===== src/rtl/dmem_arb_pkg.sv =====
// Shared types and defaults for the data-memory arbiter.
package dmem_arb_pkg;
  typedef enum logic [1:0] {IDLE, ACCESS, RDWAIT} state_t;

  localparam int DEF_ADDR_W = 16;
  localparam int DEF_DATA_W = 16;

  // Width of a requester index; a single requester still needs one bit.
  function automatic int idx_w(input int n);
    return (n > 1) ? $clog2(n) : 1;
  endfunction
endpackage


===== src/rtl/rr_picker.sv =====
// Round-robin pick: first requesting core at or after rr_ptr, wrapping.
module rr_picker
  import dmem_arb_pkg::*;
#(
  parameter int NUM_CORES = 4
) (
  input  logic [NUM_CORES-1:0]        req,
  input  logic [idx_w(NUM_CORES)-1:0] rr_ptr,
  output logic                        valid,
  output logic [idx_w(NUM_CORES)-1:0] winner
);
  localparam int IW = idx_w(NUM_CORES);

  int            t;
  logic [IW-1:0] k;

  // Scan from the farthest offset down so the nearest requester is assigned last.
  always_comb begin
    valid  = 1'b0;
    winner = '0;
    t      = 0;
    k      = '0;
    for (int i = NUM_CORES - 1; i >= 0; i--) begin
      t = int'(rr_ptr) + i;
      if (t >= NUM_CORES) t = t - NUM_CORES;
      k = IW'(t);
      if (req[k]) begin
        valid  = 1'b1;
        winner = k;
      end
    end
  end
endmodule


===== src/rtl/dmem_arbiter.sv =====
// Single-port data-memory arbiter: round-robin over cores, optional host port
// with strict priority when DMEM_ARB_HOST_PORT_EN is defined.
module dmem_arbiter
  import dmem_arb_pkg::*;
#(
  parameter int NUM_CORES = 4,
  parameter int ADDR_W    = DEF_ADDR_W,
  parameter int DATA_W    = DEF_DATA_W
) (
  input  logic                          clk,
  input  logic                          RESET,
  input  logic [NUM_CORES-1:0]          core_req,
  input  logic [NUM_CORES-1:0]          core_we,
  input  logic [NUM_CORES*ADDR_W-1:0]   core_addr,
  input  logic [NUM_CORES*DATA_W-1:0]   core_wdata,
  output logic [NUM_CORES-1:0]          core_gnt,
  output logic [NUM_CORES-1:0]          core_rvalid,
  input  logic                          host_req,
  input  logic                          host_we,
  input  logic [ADDR_W-1:0]             host_addr,
  input  logic [DATA_W-1:0]             host_wdata,
  output logic                          host_gnt,
  output logic                          host_rvalid,
  output logic [DATA_W-1:0]             rdata,
  output logic [ADDR_W-1:0]             mem_addr,
  output logic [DATA_W-1:0]             mem_wdata,
  output logic                          mem_we,
  output logic                          mem_re,
  input  logic [DATA_W-1:0]             mem_rdata,
  output logic                          busy
);
  localparam int IW = idx_w(NUM_CORES);

  state_t              state, state_nxt;
  logic [IW-1:0]       rr_ptr, win_idx, pick_idx;
  logic                pick_vld, win_host, we_q;
  logic [ADDR_W-1:0]   addr_q;
  logic [DATA_W-1:0]   wdata_q, rdata_q;

  logic                sel_host, sel_we;
  logic [ADDR_W-1:0]   sel_addr;
  logic [DATA_W-1:0]   sel_wdata;

  rr_picker #(.NUM_CORES(NUM_CORES)) u_pick (
    .req    (core_req),
    .rr_ptr (rr_ptr),
    .valid  (pick_vld),
    .winner (pick_idx)
  );

  always_comb begin
    sel_host  = 1'b0;
    sel_we    = core_we[pick_idx];
    sel_addr  = core_addr[pick_idx*ADDR_W +: ADDR_W];
    sel_wdata = core_wdata[pick_idx*DATA_W +: DATA_W];
`ifdef DMEM_ARB_HOST_PORT_EN
    if (host_req) begin
      sel_host  = 1'b1;
      sel_we    = host_we;
      sel_addr  = host_addr;
      sel_wdata = host_wdata;
    end
`endif
  end

`ifndef DMEM_ARB_HOST_PORT_EN
  logic unused_host;
  assign unused_host = ^{host_req, host_we, host_addr, host_wdata};
`endif

  always_ff @(posedge clk or negedge RESET) begin
    if (!RESET) begin
      state    <= IDLE;
      rr_ptr   <= '0;
      win_idx  <= '0;
      win_host <= 1'b0;
      we_q     <= 1'b0;
      addr_q   <= '0;
      wdata_q  <= '0;
      rdata_q  <= '0;
    end else begin
      state <= state_nxt;
      if (state == IDLE && (sel_host || pick_vld)) begin
        win_host <= sel_host;
        we_q     <= sel_we;
        addr_q   <= sel_addr;
        wdata_q  <= sel_wdata;
        if (!sel_host) begin
          win_idx <= pick_idx;
          rr_ptr  <= (pick_idx == IW'(NUM_CORES - 1)) ? '0 : pick_idx + 1'b1;
        end
      end
      if (state == RDWAIT) rdata_q <= mem_rdata;
    end
  end

  always_comb begin
    state_nxt   = state;
    core_gnt    = '0;
    core_rvalid = '0;
    host_gnt    = 1'b0;
    host_rvalid = 1'b0;
    mem_we      = 1'b0;
    mem_re      = 1'b0;
    rdata       = rdata_q;
    case (state)
      IDLE: if (sel_host || pick_vld) state_nxt = ACCESS;
      ACCESS: begin
        mem_we = we_q;
        mem_re = ~we_q;
        if (win_host) host_gnt = 1'b1;
        else          core_gnt[win_idx] = 1'b1;
        state_nxt = we_q ? IDLE : RDWAIT;
      end
      RDWAIT: begin
        rdata = mem_rdata;
        if (win_host) host_rvalid = 1'b1;
        else          core_rvalid[win_idx] = 1'b1;
        state_nxt = IDLE;
      end
      default: state_nxt = IDLE;
    endcase
  end

  assign mem_addr  = addr_q;
  assign mem_wdata = wdata_q;
  assign busy      = (state != IDLE);
endmodule


===== config.mk =====
export PLATFORM = sky130hd
export DESIGN_NAME = dmem_arbiter
export DESIGN_NICKNAME = d
export VERILOG_FILES = /design/src/rtl/dmem_arb_pkg.sv /design/src/rtl/rr_picker.sv /design/src/rtl/dmem_arbiter.sv
export SDC_FILE = /design/constraint.sdc
export NUM_CORES = 1
export LEC_CHECK = 0
export CAP_MARGIN = 20
export CORE_ASPECT_RATIO = 0.75
export CORE_UTILIZATION = 30
export CTS_CLUSTER_DIAMETER = 100
export DETAILED_ROUTE_END_ITERATION = 7
export PLACE_DENSITY = 0.78
export SETUP_SLACK_MARGIN = 0.02
export SYNTH_ARGS = -nofsm -noshare
export SYNTH_HDL_FRONTEND = slang
export SYNTH_HIERARCHICAL = 1
export SYNTH_SLANG_ARGS = --single-unit

===== constraint.sdc =====
create_clock -name clk -period 2.1 [get_ports clk]
set_input_delay 0.315 -clock clk [delete_from_list [all_inputs] [get_ports clk]]
set_output_delay 0.315 -clock clk [all_outputs]
set_load 0.02 [all_outputs]

==> flow_summary.toml, run 1 <==
[sta]
rsz0062_at_grt = "true"
setup_viol = 8
fin_crit_sh_pct = 102
setup_slack_ps = -43.0
slew_violations = 0
maxSlewHeadroom_pct = 58.9
finalHoldViolCount = 0
finalClockSkew_ps = 6.13
period_needed_ps = 2140
worst_slew_pin_slew_ps = 616
max_freq_mhz = 467

[synth]
muxShareOfSynthArea_pct = 46.4
synthSimpleGateAreaFrac_pct = 4.37
synth_xor_area_share_pct = 0
synth_compound_area_share_pct = 0.788
synth_fa_ha_area_share_pct = 0.394
postSynthCellCount = 193
ys_seq_area_share_pct = 43.3
netlist_area_um2 = 3180
yosys_warnings = 6
synthTopCellsByArea = "dfrtp_1 43%, mux4_2 20%, mux2_4 13%"
yosys.area.top_type = "dfrtp_1"
yosysTopAreaCellShare_pct = 43.3
synthDistinctLibCells = 24
synth_top_family_by_area = "multiplexers"
ys_seq_elements = 55
avgSynthCellArea_um2 = 16.5

[drt]
drtPass1Iterations = 4
drt_iter0_drc = 79
route.detailed.drc = 0
wl_um = 9030
wire_per_inst_um = 16.1
vias_per_cell = 4.63
vias = 2590
ant_nets = 0

[critical_path]
arrival_ps = 2310
crit_type = "input pin to flop"
r2r_end = "mem_addr[9]$_DFFE_PN0P_"
cp-end-kind = "flop"
r2r_start = "rr_ptr[1]$_DFFE_PN0P_"
cp-start-kind = "input pin"
ff2ff_setup_slack_ps = -40
cp.required_ps = 2270
critPathLaunch = "core_req[1]"
crit_fanout = 5
setup.worst_path.end = "mem_addr[9]$_DFFE_PN0P_"
reg2regPathDepth = 8

[finish]
drive_above_1_share_pct = 29.5
final_cell_mix = "183 x clkdlybuf4s50_1, 54 x dfrtp_1, 29 x mux4_2, 28 x mux2_4, 26 x dlygate4sd2_1"
n_fill_cell = 839
diodes = 0
syn_to_final_growth_pct = 83.0
seqCellArea_um2 = 1380
fin_area_um2 = 5810
layout_commonest_cell = "clkdlybuf4s50_1"
multiInputGateArea_um2 = 1700
instances_no_fill = 560
nets = 612

[clock_tree]
clock_latency_ps = 290
clockBufferDepth = 2
cts_max_level = 2
cts_tree = "yes"
cts_hold_buf = 0
cts_made_buffers = 5
clk_pin_slew_ps = 70
cts-root-buf = "clkbuf_16"
cts.sinks = 55

[power_and_ir_drop]
clock_power_share_pct = 10.6
total_power_uw = 7990
seq_power_share_pct = 24.2
switching_power_uw = 2840
ir_drop_uv = 479
p_leak_uw = 0.00244
netSwitchingFraction_pct = 35.5
p_int_uw = 5150
power_frac_comb_pct = 65.2
p_per_area_nw_per_um2 = 1370

[placement]
gp_congestion = 0.759
hpwl_um = 7100
port-buffer-count = 212
dpl.cell_count = 545
dpl_worst_slack_ps = -471
placed_area_um2 = 5560

[die]
die_area_um2 = 11000
fp.coreArea_um2 = 10300
rows = 32
die_h_um = 91.1
io_pins = 249
start_util_pct = 30.9
die_w_um = 121

[global_routing]
grt_max_degree = 33
overflow = 0
grt_antenna_before_repair = 0
grt_usage_pct = 16.6
grt_pass1_wl_um = 14000
grt_pass1_vias = 2666

[status]
status = "finished, violations left"
violations = "negative setup slack"

[min_path]
hold_path.class = "input pin to asynchronous set/reset pin"

[run]
maxCapViolCount = 0
==> area by class of cell <==
class	count	area share [%]
Inverter	1	0.0646
Clock inverter	1	0.151
Tap cell	136	2.93
Sequential cell	55	23.7
Multi-Input combinational cell	122	29.2
Timing Repair Buffer	238	41.5
Clock buffer	7	2.45
==> state kept, by name (all words and copies together) (netlist names) <==
name       flops
mem_addr      16
mem_wdata     16
rdata_q       16
rr_ptr         2
state          2
we_q           1
win_idx        2
==> cells by family (layout without fill, tap and decap cells) <==
family / Yosys count / after routing
other cells: 1 / 2
simple gates: 29 / 29
mux: 87 / 87
compound gates: 3 / 3
flops: 55 / 55
fa+ha+maj: 1 / 1
buf+inv: 17 / 247
==> power groups by stage <==
stage | logic [uW] | registers, uW | clock network, uW
2_1_floorplan | 2810 | 2290 | 0
3_3_place_gp | 5160 | 1920 | 0
3_5_place_dp | 5240 | 1950 | 0
4_1_cts | 5280 | 1940 | 877
5_1_grt | 5550 | 2000 | 915
6_report | 5210 | 1940 | 844
==> metal layers <==
metal | part of all wire, % | GRT usage, % | up-vias
met1 | 43 | 21.6 | 1263
li1 | - | - | 1197
met2 | 50 | 28.8 | 125
met4 | 0.49 | 2.47 | 0
met5 | 0 | 0 | -
met3 | 7.2 | 3.64 | 5
==> synthesized netlist by cell type <==
cell type  instances
a21oi_1            1
or2_2              1
a211oi_1           1
conb_1             1
buf_6              1
buf_4              5
nor2_1            14
buf_2              6
nor3_1             2
mux2_2            25
nor3b_1            2
nor2b_1            1
mux2_4            28
mux4_1             5
inv_1              1
mux4_2            28
clkbuf_1           1
dfrtp_1           55
buf_12             3
nand2b_1           6
a211oi_2           1
mux2i_1            1
ha_1               1
nand2_1            3
==> per-stage QoR <==
step | setup TNS (ps) | hold WS [ps] | utilization, %
5_1_grt | -1520 | 70.4 | 56.5
3_5_place_dp | -13880 | 356 | 54.1
3_3_place_gp | -12530 | 354 | 54.1
6_report | -228 | 33.0 | 56.5
4_1_cts | -616 | 43.3 | 56.3
2_1_floorplan | 0 | 19.4 | -
==> repair_timing <==
action                     4_1_cts  5_1_grt
setup endpoints to repair       58       35
setup buffers                    3        3
resized for setup               35        8
pin swaps                        1        2
cloned                           3        0
==> critical path: stages <==
cell	delay (ps)
clkdlybuf4s50_1	530
a21oi_4	50
a211oi_4	260
buf_6	170
buf_12	100
buf_16	120
mux4_2	500
mux2_4	260
==> worst min path at each step <==
stage | slack (ps) | to | cells after the start
2_1_floorplan | 20 | mem_addr[0]$_DFFE_PN0P_ | 0
3_3_place_gp | 350 | mem_wdata[12]$_DFFE_PN0P_ | 1
3_5_place_dp | 360 | mem_wdata[8]$_DFFE_PN0P_ | 1
4_1_cts | 40 | mem_wdata[8]$_DFFE_PN0P_ | 1
5_1_grt | 70 | mem_wdata[12]$_DFFE_PN0P_ | 1
6_report | 30 | mem_wdata[12]$_DFFE_PN0P_ | 1
No activity file was read; power rests on OpenSTA's default activity.
==> run 2, diff against run 1 <==
--- a/constraint.sdc
+++ b/constraint.sdc
@@ -3,2 +3,2 @@
 set_output_delay 0.315 -clock clk [all_outputs]
-set_load 0.02 [all_outputs]
+set_load 0.01 [all_outputs]
==> flow_summary.toml, run 2 (synthesis results as in run 1) <==
[finish]
drive_above_1_share_pct = 31.1
multiInputGateArea_um2 = 1670
seqCellArea_um2 = 1380
syn_to_final_growth_pct = 83.1
final_cell_mix = "184 x clkdlybuf4s50_1, 54 x dfrtp_1, 33 x mux4_2, 28 x mux2_4, 25 x mux2_2"
fin_util_pct = 56.5
n_fill_cell = 835
nets = 613
diodes = 0
fin_area_um2 = 5820
layout_commonest_cell = "clkdlybuf4s50_1"

[sta]
period_needed_ps = 2100
slew_violations = 0
max_freq_mhz = 476
worst_slew_pin_slew_ps = 616
finalHoldViolCount = 0
rsz0062_at_grt = "true"
finalClockSkew_ps = 6.34
setup_slack_ps = 1.01
setup_viol = 0
maxSlewHeadroom_pct = 58.9
fin_crit_sh_pct = 100

[critical_path]
cp-end-kind = "flop"
cp.required_ps = 2270
ff2ff_setup_slack_ps = 1
r2r_end = "mem_addr[5]$_DFFE_PN0P_"
arrival_ps = 2270
crit_fanout = 10
r2r_start = "rr_ptr[1]$_DFFE_PN0P_"
cp-start-kind = "flop"
crit_type = "flop to flop"
reg2regPathDepth = 6

[placement]
gp_congestion = 0.759
placed_area_um2 = 5560
port-buffer-count = 212
dpl_worst_slack_ps = -471
hpwl_um = 7100

[clock_tree]
cts_max_level = 2
cts.sinks = 55
cts_tree = "yes"
clock_latency_ps = 290
cts-root-buf = "clkbuf_16"
cts_made_buffers = 5
clockBufferDepth = 2
clk_pin_slew_ps = 70

[die]
fp.coreArea_um2 = 10300
rows = 32
die_area_um2 = 11000
die_w_um = 121
die_h_um = 91.1
io_pins = 249
start_util_pct = 30.9

[power_and_ir_drop]
p_per_area_nw_per_um2 = 1300
ir_drop_uv = 487
p_leak_uw = 0.00252
total_power_uw = 7560

[global_routing]
grt_pass1_vias = 2671
grt_usage_pct = 16.3
grt_max_degree = 33
grt_antenna_before_repair = 0
overflow = 0
grt_pass1_wl_um = 13800

[drt]
vias_per_cell = 4.59
route.detailed.drc = 0
wl_um = 8980
ant_nets = 0
drt_iter0_drc = 76
vias = 2577
wire_per_inst_um = 16.0
drtPass1Iterations = 4

[status]
status = "finished, final reports clean"

[run]
maxCapViolCount = 0

[min_path]
hold_path.class = "input pin to asynchronous set/reset pin"
-- run 2: cell count changes in the layout (fill, tap and decap cells not counted), sizes merged --
cell,previous run,this run
dlygate4sd2,26,15
dlymetal6s2s,2,9
clkbuf,7,11
clkdlybuf4s50,183,184
-- run 2: cell type report --
class / count / area share, %
clock inverter: 1 / 0.151
tap: 136 / 2.93
sequential: 55 / 23.7
multi-input combinational: 122 / 28.8
clock buffer: 7 / 2.45
inverter: 1 / 0.0645
timing repair buffer: 239 / 42.0
-- run 2: metal layers --
metal	track usage [%]	part of all wire, %	up-vias
met2	29.0	50	125
met5	0	0	-
met1	20.6	42	1253
met4	2.47	0.49	0
li1	-	-	1194
met3	3.52	6.9	5
-- run 2: worst max-delay path by stage --
stage	from	end	slack (ps)
floorplan	rr_ptr[1]$_DFFE_PN0P_	mem_addr[4]$_DFFE_PN0P_	90
global placement	core_req[3]	mem_wdata[13]$_DFFE_PN0P_	-410
detailed placement	core_req[3]	mem_wdata[7]$_DFFE_PN0P_	-470
CTS	rr_ptr[1]$_DFFE_PN0P_	mem_addr[5]$_DFFE_PN0P_	-10
global route	rr_ptr[1]$_DFFE_PN0P_	mem_wdata[11]$_DFFE_PN0P_	-60
finish	rr_ptr[1]$_DFFE_PN0P_	mem_addr[5]$_DFFE_PN0P_	1
-- run 2: stage by stage --
step	setup TNS, ps	std cells	hold slack [ps]
finish	0	561	32.9
global route	-1150	561	70.4
CTS	-29.9	559	43.3
detailed placement	-13880	545	356
global placement	-12530	545	354
floorplan	0	194	19.4
-- run 2: worst max-delay path: stages (launching register included) --
cell,delay [ps]
dfrtp_2,440
mux2i_2,180
a211oi_4,270
buf_4,190
buf_16,140
mux4_2,500
mux2_4,260
-- run 2: what timing repair did --
| action | CTS | global route |
|---|---|---|
| cloned | 1 | 1 |
| pin swaps | 1 | 0 |
| setup buffers | 5 | 1 |
| setup endpoints to repair | 52 | 44 |
| hold buffers | 0 | 0 |
| resized for setup | 31 | 18 |
-- run 2: power by group --
part	internal, uW	leakage [uW]	switching (uW)
clock	478	0.0000741	364
combinational	3070	0.00180	1710
sequential	1630	0.000646	311
==> run 3, diff against run 2 <==
CTS_BUF_LIST = sky130_fd_sc_hd__clkbuf_4 sky130_fd_sc_hd__clkbuf_8 sky130_fd_sc_hd__clkbuf_16   (was not set)
==> flow_summary.toml, run 3 (synthesis results as in run 1) <==
[drt]
met2_length_um = 4520
wl_met3_um = 623
m1WireLength_um = 3790
route.detailed.drc = 0
drtPass1Iterations = 4
drt_iter0_drc = 76
vias = 2577
wire_per_inst_um = 16.0
top_layer = "met4"
ant_nets = 0
wl_um = 8980
vias_per_cell = 4.59

[sta]
maxSlewHeadroom_pct = 58.9
setup_viol = 0
finalHoldViolCount = 0
rsz0062_at_grt = "true"
period_needed_ps = 2100
slew_violations = 0
max_freq_mhz = 476
finalClockSkew_ps = 6.43
fin_crit_sh_pct = 100
worst_slew_pin_slew_ps = 616

[clock_tree]
cts_max_level = 2
clockBufferDepth = 2
clk_pin_slew_ps = 70
cts_tree = "yes"
cts-root-buf = "clkbuf_16"
clock_latency_ps = 290
cts_hold_buf = 0
cts_made_buffers = 5
cts.sinks = 55

[critical_path]
crit_family = "multiplexers"
arrival_ps = 2270
crit_chain = "mux2i_2 -> a211oi_4 -> buf_4 -> buf_16 -> mux4_2 -> mux2_4"
reg2regPathDepth = 6
crit_type = "flop to flop"
cp-start-kind = "flop"
ff2ff_setup_slack_ps = 1
cp-end-kind = "flop"
cp.required_ps = 2270
path_buf_inv = 2
crit_fanout = 10
r2r_start = "rr_ptr[1]$_DFFE_PN0P_"
r2r_end = "mem_addr[5]$_DFFE_PN0P_"
worst_path_max_delay_cell = "mux4_2"
critPathMaxStageDelay_ps = 500

[global_routing]
overflow = 0
grt_pass1_vias = 2671
grt_antenna_before_repair = 0
grt_usage_pct = 16.3
grt_pass1_wl_um = 13800
grt_max_degree = 33

[placement]
gp_congestion = 0.759
dpl.cell_count = 545
port-buffer-count = 212
hpwl_um = 7100

[finish]
syn_to_final_growth_pct = 83.2
fin_util_pct = 56.6
layout_commonest_cell = "clkdlybuf4s50_1"
n_fill_cell = 836
diodes = 0
nets = 613
instances_no_fill = 561
drive_above_1_share_pct = 31.3
final_cell_mix = "184 x clkdlybuf4s50_1, 54 x dfrtp_1, 33 x mux4_2, 28 x mux2_4, 25 x mux2_2"

[die]
start_util_pct = 30.9
io_pins = 249
rows = 32
die_h_um = 91.1
die_area_um2 = 11000
die_w_um = 121
fp.coreArea_um2 = 10300

[status]
status = "finished, final reports clean"

[power_and_ir_drop]
p_per_area_nw_per_um2 = 1300
p_leak_uw = 0.00252
ir_drop_uv = 487

[min_path]
hold_path.class = "input pin to asynchronous set/reset pin"

[run]
maxCapViolCount = 0
[run 3: cell count changes in the layout (fill, tap and decap cells not counted)]
cell / previous run / this run
clkbuf_1: 1 / 0
clkbuf_4: 0 / 1
[run 3: worst max-delay path by stage]
stage / slack [ps] / cells after the start / end / startpoint
after floorplan: 90 / 6 / mem_addr[4]$_DFFE_PN0P_ / rr_ptr[1]$_DFFE_PN0P_
after global placement: -410 / 6 / mem_wdata[13]$_DFFE_PN0P_ / core_req[3]
after detailed placement: -470 / 6 / mem_wdata[7]$_DFFE_PN0P_ / core_req[3]
after CTS: -10 / 6 / mem_addr[5]$_DFFE_PN0P_ / rr_ptr[1]$_DFFE_PN0P_
after global routing: -60 / 6 / mem_wdata[11]$_DFFE_PN0P_ / rr_ptr[1]$_DFFE_PN0P_
final: 1 / 6 / mem_addr[5]$_DFFE_PN0P_ / rr_ptr[1]$_DFFE_PN0P_
[run 3: cell type report]
class	instances	area, um2	share of cell area [%]
Tap cell	136	170	2.92
Timing Repair Buffer	239	2440	41.9
Sequential cell	55	1380	23.7
Inverter	1	3.75	0.0645
Multi-Input combinational cell	122	1670	28.7
Clock inverter	1	8.76	0.150
Clock buffer	7	146	2.52
[run 3: repair_timing]
action / 4_1_cts / 5_1_grt
hold endpoints to repair: 0 / 0
cloned: 1 / 1
setup endpoints to repair: 52 / 44
setup buffers: 5 / 1
pin swaps: 1 / 0
resized for setup: 31 / 18
[run 3: metrics by stage]
step | worst slack [ps] | power (uW) | area, um2 | hold WS, ps | TNS, ps
after floorplan | 89.0 | 4640 | 3180 | 19.4 | 0
after global routing | -59.6 | 8070 | 5820 | 70.5 | -1150
after CTS | -11.9 | 7640 | 5780 | 43.2 | -29.9
after detailed placement | -471 | 6730 | 5560 | 356 | -13880
final | 1.01 | 7580 | 5820 | 32.8 | 0
after global placement | -414 | 6620 | 5560 | 354 | -12530
[run 3: report_power, final]
part	total [uW]	leakage (uW)	internal (uW)	switching, uW
clock	855	0.0000775	491	364
sequential	1940	0.000646	1630	311
combinational	4780	0.00180	3070	1710
total	7580	0.00252	5200	2380
[run 3: per-layer routing]
metal	global-route usage [%]	up-vias
met2	29.0	125
met4	2.47	0
met1	20.6	1253
met3	3.52	5
met5	0	-
li1	-	1194
